**src/rtl/mac_stream.sv**
```systemverilog
// rtl/mac_stream.sv - pipelined saturating multiply-accumulate engine with stream handshakes
//
// Purpose:
//   Accepts (x, f) operand pairs on a valid/ready stream, multiplies each pair,
//   scales the product by FRAC_W fractional bits, and accumulates FILTER_LEN
//   products into one saturated dot product. The result (optionally ReLU'd)
//   is held on a valid/ready output port until accepted. Output backpressure
//   stalls the whole pipeline.
//
// Ports:
//   clk_i        clock, all state on rising edge
//   rst_ni       asynchronous active-low reset
//   clear_i      synchronous flush of pipeline, accumulator and output
//   in_valid_i   operand pair valid
//   in_ready_o   operand pair accepted when in_valid_i & in_ready_o
//   x_data_i     signed input sample
//   f_data_i     signed filter tap
//   out_valid_o  result valid, held until accepted
//   out_ready_i  downstream accepts when out_valid_o & out_ready_i
//   out_data_o   dot-product result
//   tap_idx_o    index of the next product to be accumulated

module mac_stream #(
  parameter int DATA_W     = 16,
  parameter int FRAC_W     = 0,
  parameter int FILTER_LEN = 4,
  parameter int RELU_EN    = 1,
  parameter int TAP_W      = (FILTER_LEN > 1) ? $clog2(FILTER_LEN) : 1
) (
  input  logic              clk_i,
  input  logic              rst_ni,
  input  logic              clear_i,
  input  logic              in_valid_i,
  output logic              in_ready_o,
  input  logic [DATA_W-1:0] x_data_i,
  input  logic [DATA_W-1:0] f_data_i,
  output logic              out_valid_o,
  input  logic              out_ready_i,
  output logic [DATA_W-1:0] out_data_o,
  output logic [TAP_W-1:0]  tap_idx_o
);

  typedef enum logic {
    OUT_EMPTY = 1'b0,
    OUT_FULL  = 1'b1
  } out_state_e;

  out_state_e          state_q;
  logic                out_valid_q;
  logic [DATA_W-1:0]   out_data_q;
  logic                p_valid_q;
  logic [DATA_W-1:0]   p_q;
  logic [DATA_W-1:0]   acc_q;
  logic [TAP_W-1:0]    tap_q;

  logic                stall;
  logic                accept;
  logic                fire;
  logic                last_tap;
  logic                complete;

  logic signed [2*DATA_W-1:0] prod_full;
  logic signed [2*DATA_W-1:0] prod_shift;
  logic                       p_over;
  logic [DATA_W-1:0]          p_sat_d;
  logic [DATA_W:0]            sum_full;
  logic [DATA_W-1:0]          sum_sat;
  logic [DATA_W-1:0]          result_d;

  // A pending, unaccepted result freezes everything upstream of it.
  assign stall      = out_valid_q & ~out_ready_i;
  assign in_ready_o = rst_ni & ~stall & ~clear_i;
  assign accept     = in_valid_i & in_ready_o;
  assign fire       = p_valid_q & ~stall;
  assign last_tap   = (tap_q == TAP_W'(FILTER_LEN - 1));
  assign complete   = fire & last_tap;

  always_comb begin
    prod_full  = $signed(x_data_i) * $signed(f_data_i);
    prod_shift = prod_full >>> FRAC_W;
    // The shifted product fits in DATA_W bits only if its top DATA_W+1 bits
    // are a pure sign extension.
    p_over  = ~((&prod_shift[2*DATA_W-1:DATA_W-1]) | ~(|prod_shift[2*DATA_W-1:DATA_W-1]));
    p_sat_d = p_over ? {prod_shift[2*DATA_W-1], {(DATA_W-1){~prod_shift[2*DATA_W-1]}}}
                     : prod_shift[DATA_W-1:0];

    // One guard bit is enough to detect overflow of a two-operand add.
    sum_full = {acc_q[DATA_W-1], acc_q} + {p_q[DATA_W-1], p_q};
    sum_sat  = (sum_full[DATA_W] != sum_full[DATA_W-1])
             ? {sum_full[DATA_W], {(DATA_W-1){~sum_full[DATA_W]}}}
             : sum_full[DATA_W-1:0];

    result_d = sum_sat;
    if ((RELU_EN != 0) && sum_sat[DATA_W-1]) begin
      result_d = '0;
    end
  end

  always_ff @(posedge clk_i or negedge rst_ni) begin
    if (!rst_ni) begin
      state_q     <= OUT_EMPTY;
      out_valid_q <= 1'b0;
      out_data_q  <= '0;
      p_valid_q   <= 1'b0;
      p_q         <= '0;
      acc_q       <= '0;
      tap_q       <= '0;
    end else if (clear_i) begin
      state_q     <= OUT_EMPTY;
      out_valid_q <= 1'b0;
      out_data_q  <= '0;
      p_valid_q   <= 1'b0;
      p_q         <= '0;
      acc_q       <= '0;
      tap_q       <= '0;
    end else begin
      // Product stage: holds its contents while stalled.
      if (!stall) begin
        p_valid_q <= accept;
        if (accept) begin
          p_q <= p_sat_d;
        end
      end

      // Accumulate stage: the last tap restarts the window on the same edge.
      if (fire) begin
        if (last_tap) begin
          acc_q      <= '0;
          tap_q      <= '0;
          out_data_q <= result_d;
        end else begin
          acc_q <= sum_sat;
          tap_q <= tap_q + TAP_W'(1);
        end
      end

      // Output holding register. A completion implies no stall, so any
      // previous result is being accepted on the same edge.
      case (state_q)
        OUT_EMPTY: begin
          if (complete) begin
            state_q     <= OUT_FULL;
            out_valid_q <= 1'b1;
          end
        end
        OUT_FULL: begin
          if (complete) begin
            state_q     <= OUT_FULL;
            out_valid_q <= 1'b1;
          end else if (out_ready_i) begin
            state_q     <= OUT_EMPTY;
            out_valid_q <= 1'b0;
          end
        end
      endcase
    end
  end

  assign out_valid_o = out_valid_q;
  assign out_data_o  = out_data_q;
  assign tap_idx_o   = tap_q;

endmodule

```
**config.mk**
```make
export PLATFORM = sky130hd
export DESIGN_NAME = mac_stream
export DESIGN_NICKNAME = d
export VERILOG_FILES = /design/src/rtl/mac_stream.sv
export SDC_FILE = /design/constraint.sdc
export NUM_CORES = 1
export LEC_CHECK = 0
export CAP_MARGIN = 20
export CORE_ASPECT_RATIO = 2
export CORE_MARGIN = 3
export CORE_UTILIZATION = 25
export DETAILED_ROUTE_END_ITERATION = 10
export PLACE_DENSITY = 0.42
export REMOVE_ABC_BUFFERS = 1
export SYNTH_ARGS = -nofsm -noshare
export SYNTH_HDL_FRONTEND = slang
export SYNTH_SLANG_ARGS = --single-unit
export TNS_END_PERCENT = 5
```
**constraint.sdc**
```tcl
create_clock -name clk_i -period 4.2 [get_ports clk_i]
set_input_delay 0.84 -clock clk_i [delete_from_list [all_inputs] [get_ports clk_i]]
set_output_delay 0.84 -clock clk_i [all_outputs]
set_load 0.01 [all_outputs]
```
==> results of run 1 <==
-- registers in the layout, summed over array words and instances, names as in the netlist --
| register | cells |
|---|---|
| acc_q | 16 |
| out_data_o | 15 |
| out_valid_o | 1 |
| p_q | 16 |
| p_valid_q | 1 |
| state_q | 1 |
| tap_idx_o | 2 |
-- path summary, 6_finish.rpt --
path                                from              to  slack [ps]  cells after the start
max                          f_data_i[8]          p_q[0]       -2990                     26
min                        out_data_o[6]   out_data_o[6]         480                      2
max reg2reg                       p_q[0]        acc_q[0]         290                     13
min reg2reg                out_data_o[6]   out_data_o[6]         480                      2
max in group asynchronous         rst_ni        acc_q[2]        3000                      2
min in group asynchronous         rst_ni  out_data_o[14]         720                      2
-- metal layers --
metal / global-route usage / wire length (um)
met4: 0.0529 / 1580
met1: 0.138 / 12700
met5: 0 / 0
met2: 0.312 / 24100
met3: 0.00692 / 564
-- per-stage QoR --
step,cell area (sq um),std cells
floorplan,12600,1334
global placement,15600,2253
detailed placement,15600,2253
CTS,16400,2287
global route,16500,2292
finish,16500,2292
-- layout by cell type (no fill, tap or decap), drive strengths merged, types with 23 or more instances in the layout --
cell type and count:
buf 260, and2 124, clkdlybuf4s50 25, dfrtp 52, fa 263, inv 282
nor2 54, nand2 174, o21ai 34, ha 99, a221o 23, xnor2 39
a21oi 50
-- worst register-to-register path, stage by stage (launching register included) --
cell,delay (ps)
dfrtp_1,430
ha_1,250
fa_1,420
a21o_1,180
a21oi_1,220
nor2b_1,80
o21a_1,210
o21ai_0,350
o211ai_1,180
or4b_2,660
o22ai_1,160
a21boi_1,90
buf_4,210
a221o_1,370
-- cell families after synthesis --
group / count (synthesis) / share of synthesized area
AND/OR/NAND/NOR: 419 / 0.163
adder cells (fa/ha/maj): 362 / 0.509
buffers and inverters: 332 / 0.0992
AO/OA/AOI/OAI: 167 / 0.0911
flip-flops: 52 / 0.102
XOR/XNOR: 50 / 0.0343
other: 1 / 0.000294
multiplexers: 1 / 0.000784
-- what timing repair did --
item	CTS	global route
resized for setup	207	20
gates cloned	1	1
pin swaps	75	15
setup endpoints to repair	16	16
hold buffers	0	0
setup buffers	25	4
-- cell type report --
class	instances	area (sq um)
Inverter	282	1060
Sequential cell	52	1300
Clock buffer	5	125
Fill cell	5371	33700
Tap cell	649	812
Multi-Input combinational cell	1002	10700
Timing Repair Buffer	299	2510
Clock inverter	3	42.5
-- cell usage after synthesis, drive strengths merged (23+ instances only) --
master,count,area share
dfrtp,52,0.10
nor2,54,0.016
nand2,174,0.051
a221o,23,0.018
ha,99,0.097
and2,124,0.061
o21ai,34,0.014
inv,282,0.083
xnor2,39,0.027
a21oi,50,0.020
fa,263,0.41
clkbuf,46,0.014
==> metrics.md, run 1 <==
| Metric | Value |
|---|---|
| Status | complete, but fails checks |
| Failing checks | negative setup slack |
| Buffers on Ports | between 50 and 60 |
| Fmax | 139 MHz |
| Clk_skew | 3.89 ps |
| Placed wire-length estimate | 34.3 mm |
| Slowest stage delay, CP | 540 ps |
| Rows | 116 |
| Post-route setup slack | -2990 ps |
| CTS Root Cell | clkbuf_16 |
| DR vias | 10179 |
| # DRC | 0 |
| Slew HR | 0.528 |
| Worst-path clk slew | about 70 ps |
| Top FF cell, synth | dfrtp_1 |
| Die height | 326 um |
| Post-synth ARST share | 1.00 |
| Antenna-violating nets left | 0 |
| Critical Path Fanout Max | 8 |
| Fin. Hold Viols | 0 |
| WP buf/inv | 9 |
| Tmin final | 7190 ps |
| Post-layout util | 0.329 |
| Hold Path Class | register to register |
| TNS Setup | -47100 ps |
| Full die area | approximately 0.054 sq mm |
| Unrepaired setup endpoints after global routing | true |
| Fin nets | a little over 2000 |
| GPL Wtd Cong | 0.842 |
| Pre-antenna DRT Iters | 4 |
| Layout cell share with drive strength beyond 1 | 0.229 |
| Core region area | 0.0502 sq mm |
| Wire per inst | between 15 and 20 um |
| Mean post-synth cell area | 9.23 sq um |
| Register area share after synthesis | 0.102 |
| Number of synthesized flops with an enable pin | 0 |
| CTS max path bufs | 2 |
| Synth Register Bits | 52 |
| Netlist Area Pre-Place | 0.0128 sq mm |
| CTS tree | yes |
| Die X | 166 um |
| Syn-to-layout area delta | 29.2% |
| Max-cap violations | 0 |
| Starting Density | 0.254 |
| Final wirelength | 38.8 mm |
| Worst path slowest cell | fa_1 |
| Placement Setup Slack | -4060 ps |
| # diodes | 0 |
| Top cell by count, worst path | fa_1 |
| Drt via density | 4.44 |
| WP data arrival | between 7000 and 8000 ps |
| Netlist cell types | 61 |
| Vias in the first global route | 11469 |
| CP top delay family | adder cells |
| Largest net degree at the start of global routing | 54 |
| Clock sink total | 52 |
| Cells after Synth | ~1400 |
| Global-route wire length before repair | between 60 and 70 mm |
| CP Launch Type | input port |
| CTS H-tree depth | 2 |
| Grt ovf | 0 |
| Setup violations, final | 16 |
| Worst slew pin tran | 707 ps |
| Crit Path Class | input port to register |
| Ys Warns | 0 |
| Worst path required time | 4440 ps |
| Crit. End Element | register |
| CTS Buf Count | 5 |
| Initial antenna violation count | 0 |
| Final Max Slew Viols | 0 |
| Ports | 57 |
| Crit share post-route | 1.71 |
| Total GRT Usage | 0.144 |
| Hold WS | 476 ps |
| Clk_lat worst skew | 300 ps |
| Detailed router's first-iteration violation count | 356 |
Power of run 1 is not shown: default switching activity piles up to over one toggle a cycle in this logic, so the estimate is an artifact.
==> run 2: changes to the inputs <==
--- a/config.mk
+++ b/config.mk
@@ -10,6 +10,8 @@
 export CORE_MARGIN = 3
 export CORE_UTILIZATION = 25
 export DETAILED_ROUTE_END_ITERATION = 10
+export HOLD_SLACK_MARGIN = 0.12
+export MAX_ROUTING_LAYER = met4
 export PLACE_DENSITY = 0.42
 export REMOVE_ABC_BUFFERS = 1
 export SYNTH_ARGS = -nofsm -noshare
==> metrics.md, run 2 (same netlist as run 1, synthesis figures left out) <==
| Metric | Value |
|---|---|
| Status | complete, but fails checks |
| Failing checks | negative setup slack |
| Slew HR | 0.530 (+0.00189) |
| Grt ovf | 0 (unchanged) |
| Worst-path clk slew | 70 ps (about the same) |
| GPL Wtd Cong | 0.855 (+1.6%) |
| Crit share post-route | 1.71 (+0.00196) |
| Layout cell share with drive strength beyond 1 | 0.229 (unchanged) |
| Post-layout util | 0.329 (unchanged) |
| CTS Buf Count | 5 (unchanged) |
| Hold Path Class | register to register |
| Crit Path Class | input port to register |
| Final Max Slew Viols | 0 (unchanged) |
| Initial antenna violation count | 0 (unchanged) |
| Detailed router's first-iteration violation count | 401 (+13%) |
| Vias in the first global route | 11453 (-0.14%) |
| Fin. Hold Viols | 0 (unchanged) |
| Syn-to-layout area delta | 29.2% (unchanged) |
| FILL cells | 5371 (unchanged) |
| Starting Density | 0.254 (unchanged) |
| Clock sink total | 52 (unchanged) |
| Tmin final | 7200 ps (+8.25 ps) |
| Critical Path Fanout Max | 8 (unchanged) |
| Buffers on Ports | 55 (unchanged) |
| Max-cap violations | 0 (unchanged) |
| Worst path required time | 4440 ps (about the same) |
| Wire per inst | 17.0 um (about the same) |
| Clk_skew | 4.23 ps (+0.340 ps) |
| Largest net degree at the start of global routing | 54 (unchanged) |
| CTS Root Cell | clkbuf_16 |
| Clk_lat worst skew | 300 ps (about the same) |
| CTS H-tree depth | 2 (unchanged) |
| WP data arrival | 7440 ps (about the same) |
| Pre-antenna DRT Iters | 4 (unchanged) |
| Fin nets | 2041 (unchanged) |
| Full die area | 0.0540 sq mm (unchanged) |
| Worst Reg2Reg Path Length in Cells | 13 (unchanged) |
| # diodes | 0 (unchanged) |
| Crit. End Element | register |
| Commonest cells after routing, fill and taps aside | 271 x inv_1, 245 x fa_1, 218 x buf_4, 168 x nand2_1, 115 x and2_1 |
| Fmax | 139 MHz (-0.11%) |
| Post-route setup slack | -3000 ps (-8.25 ps) |
| Unrepaired setup endpoints after global routing | true |
| # DRC | 0 (unchanged) |
| Final wirelength | 38.9 mm (about the same) |
| Worst slew pin tran | 705 ps (-2.83 ps) |
| Commonest non-fill, non-tap cell in the layout | inv_1 |
| Drt via density | 4.44 (about the same) |
| CP Launch Type | input port |
| Core region area | 0.0502 sq mm (unchanged) |
| Placement Setup Slack | -4060 ps (unchanged) |
| Die X | 166 um (unchanged) |
| WHS Path Cells | 2 (unchanged) |
| Global-route wire length before repair | 61.5 mm (about the same) |
| Total GRT Usage | 0.149 (+0.00423) |
| Ports | 57 (unchanged) |
| Placed wire-length estimate | 34.3 mm (unchanged) |
| Rows | 116 (unchanged) |
| Antenna-violating nets left | 0 (unchanged) |
| DR vias | 10183 (+0.039%) |
| Die height | 326 um (unchanged) |
| Cts hold-fix bufs | 0 (unchanged) |
| CTS max path bufs | 2 (unchanged) |
| CTS tree | yes |
| TNS Setup | -47210 ps (-109 ps) |
| Setup violations, final | 16 (unchanged) |
-- run 2: cell counts in the layout (fill, tap and decap cells not counted) --
No cell type changed its count.
-- run 2: worst max-delay path, stage by stage --
cell and delay, ps:
dlygate4sd2_1 320, buf_4 190, and2_1 170, fa_1 530
inv_1 50, fa_1 460, fa_1 510, inv_1 60
fa_2 590, fa_1 430, fa_1 490, ha_4 340
nand2_1 70, o21ai_2 210, buf_4 150, buf_4 110
a21oi_2 30, xnor2_1 210, nand2_1 80, or4_1 520
or4_4 440, nor4_4 250, a22o_4 240, a311o_1 180
-- run 2: layout make-up --
type	count	area (sq um)	area share
sequential	52	1300	0.0788
clock inverter	3	42.5	0.00258
timing repair buffer	299	2510	0.152
tap	649	812	0.0492
inverter	282	1060	0.0641
clock buffer	5	125	0.00758
multi-input combinational	1002	10700	0.646
-- run 2: path summary, 6_finish.rpt --
check | from | endpoint | slack [ps]
worst max-delay path | x_data_i[13] | p_q[0] | -3000
worst min-delay path | out_data_o[11] | out_data_o[11] | 480
worst max register to register | p_q[0] | acc_q[0] | 290
worst min register to register | out_data_o[11] | out_data_o[11] | 480
max in group asynchronous | rst_ni | acc_q[2] | 3010
min in group asynchronous | rst_ni | out_data_o[14] | 720
-- run 2: layer usage --
layer	vias to the layer above	routed length [um]	global-route usage
met3	66	471	0.00656
li1	4791	-	-
met4	0	1530	0.0529
met2	133	24100	0.313
met1	5193	12800	0.138
met5	-	0	-
-- run 2: stage by stage --
stage	area [sq um]	hold WS (ps)	std cells
global route	16500	498	2292
floorplan	12600	480	1334
finish	16500	476	2292
CTS	16400	486	2287
detailed placement	15600	470	2253
global placement	15600	463	2253
-- run 2: timing repair --
action | in CTS | in global routing
setup endpoints to repair | 16 | 16
gates resized for setup | 207 | 20
pin swaps | 75 | 15
setup buffers | 25 | 4
gates cloned | 1 | 1
Power of run 2 is left out for the same reason.
